`src/rtl/mux_scan_pkg.sv`:
```
// Shared types for the scanning N-to-1 mux: FSM state encoding and channel-index width helper.
package mux_scan_pkg;

  typedef enum logic [1:0] {
    ST_IDLE   = 2'd0,
    ST_MANUAL = 2'd1,
    ST_SCAN   = 2'd2
  } state_t;

  // Channel index width; never narrower than one bit.
  function automatic int ch_w(input int n);
    return (n < 2) ? 1 : $clog2(n);
  endfunction

endpackage

```
`src/rtl/mux_scan_next.sv`:
```
// Combinational finder for the next enabled channel, searching circularly from ch+1.
// Only used when MUX_SCAN_MASK_EN is defined.
module mux_scan_next
  import mux_scan_pkg::*;
#(
  parameter int N  = 4,
  parameter int SW = ch_w(4)
) (
  input  logic [SW-1:0] ch,
  input  logic [N-1:0]  ch_mask,
  output logic [SW-1:0] next_ch,
  output logic          found,
  output logic          wrapped
);

  // Walk from the farthest candidate back to ch+1 so the nearest enabled one wins.
  always_comb begin
    next_ch = ch;
    found   = 1'b0;
    wrapped = 1'b0;
    for (int k = N; k >= 1; k--) begin
      if (ch_mask[(int'(ch) + k) % N]) begin
        found   = 1'b1;
        next_ch = SW'((int'(ch) + k) % N);
        wrapped = (int'(ch) + k) >= N;
      end
    end
  end

endmodule

```
`src/rtl/mux_scan_nto1.sv`:
```
// N-channel W-bit mux with registered output, manual select and dwell-timed scan mode.
// Optional channel mask under `MUX_SCAN_MASK_EN`.
module mux_scan_nto1
  import mux_scan_pkg::*;
#(
  parameter int  N     = 4,
  parameter int  W     = 1,
  parameter int  DWELL = 4,
  localparam int SW    = ch_w(N)
) (
  input  logic           clk,
  input  logic           rst,
  input  logic [N*W-1:0] in_bus,
  input  logic [SW-1:0]  sel,
  input  logic           load,
  input  logic           mode,
`ifdef MUX_SCAN_MASK_EN
  input  logic [N-1:0]   ch_mask,
`endif
  output logic [W-1:0]   out,
  output logic [SW-1:0]  out_ch,
  output logic           out_valid,
  output logic           out_wrap
);

  localparam int            DW    = $clog2(DWELL + 1);
  localparam logic [SW-1:0] LAST  = SW'(N - 1);
  localparam logic [DW-1:0] DLAST = DW'(DWELL - 1);

  state_t        r_state;
  logic [SW-1:0] r_ch;
  logic [DW-1:0] r_dwell;
  logic          r_wrap_pend;

  logic [SW-1:0] w_sel;
  logic [SW-1:0] w_adv_ch;
  logic [SW-1:0] w_first_ch;
  logic          w_adv_wrap;
  logic          w_scan_live;

  generate
    if (N == (1 << SW)) begin : g_noclamp
      assign w_sel = sel;
    end else begin : g_clamp
      assign w_sel = (sel > LAST) ? LAST : sel;
    end
  endgenerate

`ifdef MUX_SCAN_MASK_EN
  logic w_adv_found;
  logic w_adv_wrapped;

  mux_scan_next #(.N(N), .SW(SW)) u_next (
    .ch      (r_ch),
    .ch_mask (ch_mask),
    .next_ch (w_adv_ch),
    .found   (w_adv_found),
    .wrapped (w_adv_wrapped)
  );

  assign w_adv_wrap  = w_adv_found & w_adv_wrapped;
  assign w_scan_live = |ch_mask;

  // Lowest enabled channel is where a scan starts; 0 when nothing is enabled.
  always_comb begin
    w_first_ch = '0;
    for (int i = N - 1; i >= 0; i--) begin
      if (ch_mask[i]) w_first_ch = SW'(i);
    end
  end
`else
  assign w_adv_ch    = (r_ch == LAST) ? '0 : r_ch + 1'b1;
  assign w_adv_wrap  = (r_ch == LAST);
  assign w_first_ch  = '0;
  assign w_scan_live = 1'b1;
`endif

  always_ff @(posedge clk) begin
    if (rst) begin
      r_state     <= ST_IDLE;
      r_ch        <= '0;
      r_dwell     <= '0;
      r_wrap_pend <= 1'b0;
      out         <= '0;
      out_ch      <= '0;
      out_valid   <= 1'b0;
      out_wrap    <= 1'b0;
    end else begin
      r_wrap_pend <= 1'b0;
      case (r_state)
        ST_IDLE, ST_MANUAL: begin
          if (mode) begin
            r_state <= ST_SCAN;
            r_ch    <= w_first_ch;
            r_dwell <= '0;
          end else if (load) begin
            r_state <= ST_MANUAL;
            r_ch    <= w_sel;
          end
        end
        ST_SCAN: begin
          if (!mode) begin
            r_state <= ST_MANUAL;
            if (load) r_ch <= w_sel;
          end else if (r_dwell == DLAST) begin
            r_dwell     <= '0;
            r_ch        <= w_adv_ch;
            r_wrap_pend <= w_adv_wrap;
          end else begin
            r_dwell <= r_dwell + 1'b1;
          end
        end
        default: r_state <= ST_IDLE;
      endcase
      // Data, tag and wrap all come from the same ch snapshot so they stay coherent.
      out       <= in_bus[r_ch*W +: W];
      out_ch    <= r_ch;
      out_valid <= (r_state != ST_IDLE) && !((r_state == ST_SCAN) && !w_scan_live);
      out_wrap  <= r_wrap_pend;
    end
  end

endmodule

```
`config.mk`:
```
export PLATFORM = sky130hd
export DESIGN_NAME = mux_scan_nto1
export DESIGN_NICKNAME = d
export VERILOG_FILES = /design/src/rtl/mux_scan_pkg.sv /design/src/rtl/mux_scan_next.sv /design/src/rtl/mux_scan_nto1.sv
export SDC_FILE = /design/constraint.sdc
export NUM_CORES = 1
export LEC_CHECK = 0
export CAP_MARGIN = 20
export CORE_AREA = 2 2 39 41
export DETAILED_ROUTE_END_ITERATION = 8
export DIE_AREA = 0 0 41 43
export PLACE_DENSITY = 0.78
export SETUP_SLACK_MARGIN = 0.3
export SLEW_MARGIN = 40
export SYNTH_ARGS = -nofsm -noshare
export SYNTH_HDL_FRONTEND = slang
export SYNTH_SLANG_ARGS = --single-unit
```
`constraint.sdc`:
```
create_clock -name clk -period 1.3 [get_ports clk]
set_input_delay 0.195 -clock clk [delete_from_list [all_inputs] [get_ports clk]]
set_output_delay 0.195 -clock clk [all_outputs]
set_load 0.03 [all_outputs]
```
== After elaboration in Yosys (flattened, before gate mapping) ==
Index checks and enable logic that the tools add are counted.
Operators by class
  shifts and indexed selects: 1
  $add $sub $neg: 2
  bitwise logic cells: 3
  equality and inequality tests: 9
  reduce and logical (&&, ||, !) cells: 8
  mux-type cells: 14
Operator list (number)
  2-to-1 mux 2 bit: 8
  2-to-1 mux 3 bit: 3
  one-hot mux 2 bit (2 select lines): 2
  inequality test 2 bit, second input constant: 3
  inequality test 3 bit, second input constant: 2
  one-hot mux 3 bit (2 select lines): 1
  == test 2 bit, second input constant: 2
  AND reduction 2 bit: 2
  nonzero test 2 bit: 2
  OR reduction 4 bit: 1
  variable part select 4 x 3 -> 1 bit: 1
  adder 3 x 1 -> 3 bit, second input constant: 1
  == test 3 x 2 -> 1 bit, second input constant: 1
  NOT 1 bit: 3
  AND reduction 3 bit: 1
  adder 2 x 1 -> 2 bit, second input constant: 1
  == test 2 x 1 -> 1 bit, second input constant: 1
  logical NOT 2 bit: 1
  OR reduction 2 bit: 1
Storage, ports and cells
  output and inout port bits: 5
  register bits: 13

== Depth between registers and ports, before layout ==
Gate-level depths: netlist of run 1.
  depth in word-level cells: 5
  gate-level depth with buffers: 4
  mapped depth without buffers: 4

== Worst setup path after synthesis of run 1 ==
OpenSTA, ideal clock, no wires.
  path type: register -> register
  from: register r_ch[0]
  to: register r_ch[0]
  cell stages (with the launch flop): 4
  setup time: 86 ps
  required time: 1214 ps
  clock period less this slack: 1203 ps
  arrival: 1116 ps
  slack: 97 ps
  path through: dfxtp_1 > ha_1 > o32a_1 > a221oi_2
Between the ends
  word-level cells in the longest chain between the ends: 5
  elaborated cells on any way between the ends: 8
  classes of those cells: add/sub: 1; eq/ne: 1; mux: 6
Ends and longest elaborated chain
  from (decl): line mux_scan_nto1.sv:31  | logic [SW-1:0] r_ch;
  from (signal assigned): line mux_scan_nto1.sv:94  | r_ch <= w_first_ch;
  from (signal assigned): line mux_scan_nto1.sv:98  | r_ch <= w_sel;
  from (signal assigned): line mux_scan_nto1.sv:104  | if (load) r_ch <= w_sel;
  == test 2 bit
  net w_adv_wrap: line mux_scan_nto1.sv:38  | logic w_adv_wrap;
  2-to-1 mux 2 bit: line mux_scan_nto1.sv:72  | assign w_adv_ch = (r_ch == LAST) ? '0 : r_ch + 1'b1;
  2-to-1 mux 2 bit: line mux_scan_nto1.sv:105  | end else if (r_dwell == DLAST) begin
  2-to-1 mux 2 bit: line mux_scan_nto1.sv:102  | if (!mode) begin
  one-hot mux 2 bit (2 select lines): line mux_scan_nto1.sv:90  | case (r_state)
The timed path passes the listed nets, and every way through them passes these cells. The select of a mux whose other input is x is not followed.
A chain may end at the register's enable or synchronous reset.

== Worst setup path in the final report of run 1 ==
  from: register r_state[0]
  to: register r_ch[0]
Between the ends
  word-level cells in the longest chain between the ends: 4
  elaborated cells on any way between the ends: 8
  classes of those cells: eq/ne: 3; mux: 1; reduce/logical: 4
Ends and longest elaborated chain
  from (decl): line mux_scan_nto1.sv:30  | state_t r_state;
  from (signal assigned): line mux_scan_nto1.sv:80  | r_state <= ST_IDLE;
  from (signal assigned): line mux_scan_nto1.sv:93  | r_state <= ST_SCAN;
  from (signal assigned): line mux_scan_nto1.sv:97  | r_state <= ST_MANUAL;
  == test 2 x 1 -> 1 bit / logical NOT 2 bit (equally long branches): line mux_scan_nto1.sv:90
  OR reduction 2 bit: line mux_scan_nto1.sv:90
  nonzero test 2 bit (no line)
  AND reduction 2 bit (no line)
Several ways; a longest one is shown, not always the timed one.

==> impl_metrics.tcl, run 1 <==
set metrics [dict create \
    status "complete, no violations" \
    ys_seq_area_frac 0.449 \
    syn_to_final_growth_pct 46.2 \
    relSlewSlack 0.721 \
    fmax_ghz 0.859 \
    synth_area_leaders "dfxtp_1 (45%), nor2b_1 (6.5%), ha_1 (4.3%)" \
    yosys_warnings 0 \
    dpl.cell_count 85 \
    synth_top_family_by_area "simple AND/OR/NAND/NOR gates" \
    clk_latency_ps 270 \
    worstPathRequired_ps 1480 \
    max-cap-violations 0 \
    die_h_um 43 \
    power.total_mw 0.833 \
    drt_iter0_markers 3 \
    powerDensity_nw_per_um2 983 \
    final_max_slew_viol_count 0 \
    rows 14 \
    fin_cells 93 \
    wl_per_cell_um 13.6 \
    root_buffer "clkbuf_4" \
    cts_tree "built" \
    grtUsageTotal 0.175 \
    synth_top_area_share 0.449 \
    io_buffers 14 \
    cts_num_sinks 13 \
    dr.pass1.iters 2 \
    rsz0062_at_grt "true" \
    overflow 0 \
    final_common_cell "buf_4" \
    layout_common_cells "buf_4 (8), clkdlybuf4s50_1 (7), dfxtp_1 (7), nor2b_1 (6), clkbuf_4 (5)" \
    setup_viol 0 \
    synth_area_per_cell_um2 10.7 \
    crit_family "compound AO/OA/AOI/OAI gates" \
    clk_pin_slew_ps 80 \
    cts.path.max_buffers 2 \
    ios 15 \
    coreArea_um2 1380 \
    diodes 0 \
    yosys.area_share.simple 0.233 \
    synth-compound-area-share 0.156 \
    power.leakage_nw 0.350 \
    synth_nets 66 \
    synth-xor-area-share 0 \
    antenna_found_initial 0 \
    drc_errors 0 \
    crit_slowest_cell "dfxtp_4" \
    timing.final.hold_violations 0 \
    cp.buffers_inverters 0 \
    min_path_type "in2reg" \
    tightest_slew_ps 417 \
    vias 471 \
    muxShareOfSynthArea 0.0734 \
    synth_cells 54 \
    ys_ff_latch 13 \
    drive_gt1_frac 0.442 \
    cp_cell_sequence "nand3b_4, o32a_1, a221oi_2" \
    die_w_um 41 \
    nNetsFinal 90 \
    post_drt_via_cell_ratio 5.06 \
    finalSetupTns_ps 0 \
    die_area_um2 1760 \
    critPathKind "reg2reg" \
    grt_first_pass_wirelength_um 2060 \
    critical_path.max_stage_delay_ps 360 \
    min_period_ps 1160 \
    ant_nets 0 \
    grt_pass1_vias 463 \
    yosys.area_share.adder 0.0432 \
    syn_area_um2 579 \
    ir_worst_vdd_mv 0.646 \
    start_util 0.419 \
    path_max_fanout 5 \
    critical_path.endpoint_type "register" \
    synth_area_leader_cell "dfxtp_1" \
    cts_buffers 3 \
    fin_skew_ps 0.469 \
    critPathLaunchType "register" \
    min_period_over_period 0.895 \
    grt_max_degree 11 \
    htree_levels 1 \
    wl_um 1270 \
    cp_data_arrival_time_ps 1350 \
    gp_congestion 0.794 \
    hpwl_um 829 \
    synth.distinct_cells 28 \
]
[worst register-to-register path, delay by kind of cell, from the launching register on]
kind,cells,cell delay [ps]
compound gates,2,570
flops,1,360
simple gates,1,150
[path summary, 6_finish.rpt]
| path | slack, ps | start | endpoint | cells after the start |
|---|---|---|---|---|
| max | 140 | r_state[0]$_SDFFE_PP0P_ | r_ch[0]$_SDFFE_PP0P_ | 3 |
| min | 360 | rst | r_ch[0]$_SDFFE_PP0P_ | 2 |
| max reg2reg | 140 | r_state[0]$_SDFFE_PP0P_ | r_ch[0]$_SDFFE_PP0P_ | 3 |
| min reg2reg | 470 | r_dwell[2]$_SDFFE_PP0P_ | r_dwell[2]$_SDFFE_PP0P_ | 2 |
[metal layers]
metal,track usage,wire length [um]
met1,0.215,540
met2,0.272,601
met3,0.0471,87
met4,0.0800,40
met5,0,0
[registers in the layout, summed over array words and instances (netlist names)]
signal,count
out,1
out_ch,2
out_valid,1
out_wrap,1
r_ch,2
r_dwell,3
r_state,2
r_wrap_pend,1
[metrics by stage]
step	utilization	setup WS (ps)	area [um2]	hold slack (ps)
3_3_place_gp	0.549	-185	759	418
2_1_floorplan	-	178	592	267
3_5_place_dp	0.549	-211	759	438
5_1_grt	0.612	91.6	847	381
4_1_cts	0.600	136	831	458
6_report	0.612	136	847	356
[timing repair]
action                                  4_1_cts  5_1_grt
buffers inserted                              3        1
hold buffers                                  0        0
gates resized for setup                      33        6
pin swaps                                     1        0
gates cloned                                  0        0
endpoints found under the setup margin       11        8
[power breakdown]
group / switching (mW) / leakage, nW / internal [mW] / total (mW)
logic: 0.0629 / 0.226 / 0.0881 / 0.151
clock network: 0.128 / 0.0150 / 0.119 / 0.247
registers: 0.0199 / 0.110 / 0.415 / 0.435
[cells in the mapped netlist]
| cell | n |
|---|---|
| dfxtp_1 | 13 |
| nor2b_1 | 6 |
| nor2_1 | 3 |
| a21oi_1 | 2 |
| buf_4 | 2 |
| ha_1 | 2 |
| inv_1 | 2 |
| mux2i_1 | 2 |
| nand2b_1 | 2 |
| nor4_1 | 2 |
| a21bo_2 | 1 |
| a21o_2 | 1 |
| a221oi_1 | 1 |
| a221oi_2 | 1 |
| a22oi_1 | 1 |
| a2bb2oi_1 | 1 |
| a31oi_1 | 1 |
| and2_2 | 1 |
| and3b_2 | 1 |
| buf_1 | 1 |
| mux4_2 | 1 |
| nand2_1 | 1 |
| nand3b_1 | 1 |
| nand3b_4 | 1 |
| nor3_1 | 1 |
| nor3b_1 | 1 |
| o21ai_0 | 1 |
| o32a_1 | 1 |
[cell families (layout without fill, tap and decap cells)]
logic type | after synthesis | count (layout)
buffers and inverters | 5 | 28
muxes | 3 | 3
adders and majority gates | 2 | 2
DFF | 13 | 13
and+or+nand+nor | 20 | 20
AOI/OAI and AO/OA | 11 | 11
[final cells by class]
type / instances / area (um2)
fill: 145 / 537
multi-input combinational: 36 / 337
sequential: 13 / 275
timing repair buffer: 22 / 181
clock buffer: 4 / 26.3
tap: 16 / 20.0
inverter: 2 / 7.51
Note: power is estimated with default switching activity, not from simulation.
==> run 2: changes to the inputs <==
Settings changed: CAP_MARGIN 20 to unset, SYNTH_HIERARCHICAL set to 1.
==> results of run 2 <==
The final DEF is identical to that of run 1; final timing and power are the same.
Main changes from that run: Yosys warning count 0 -> 6
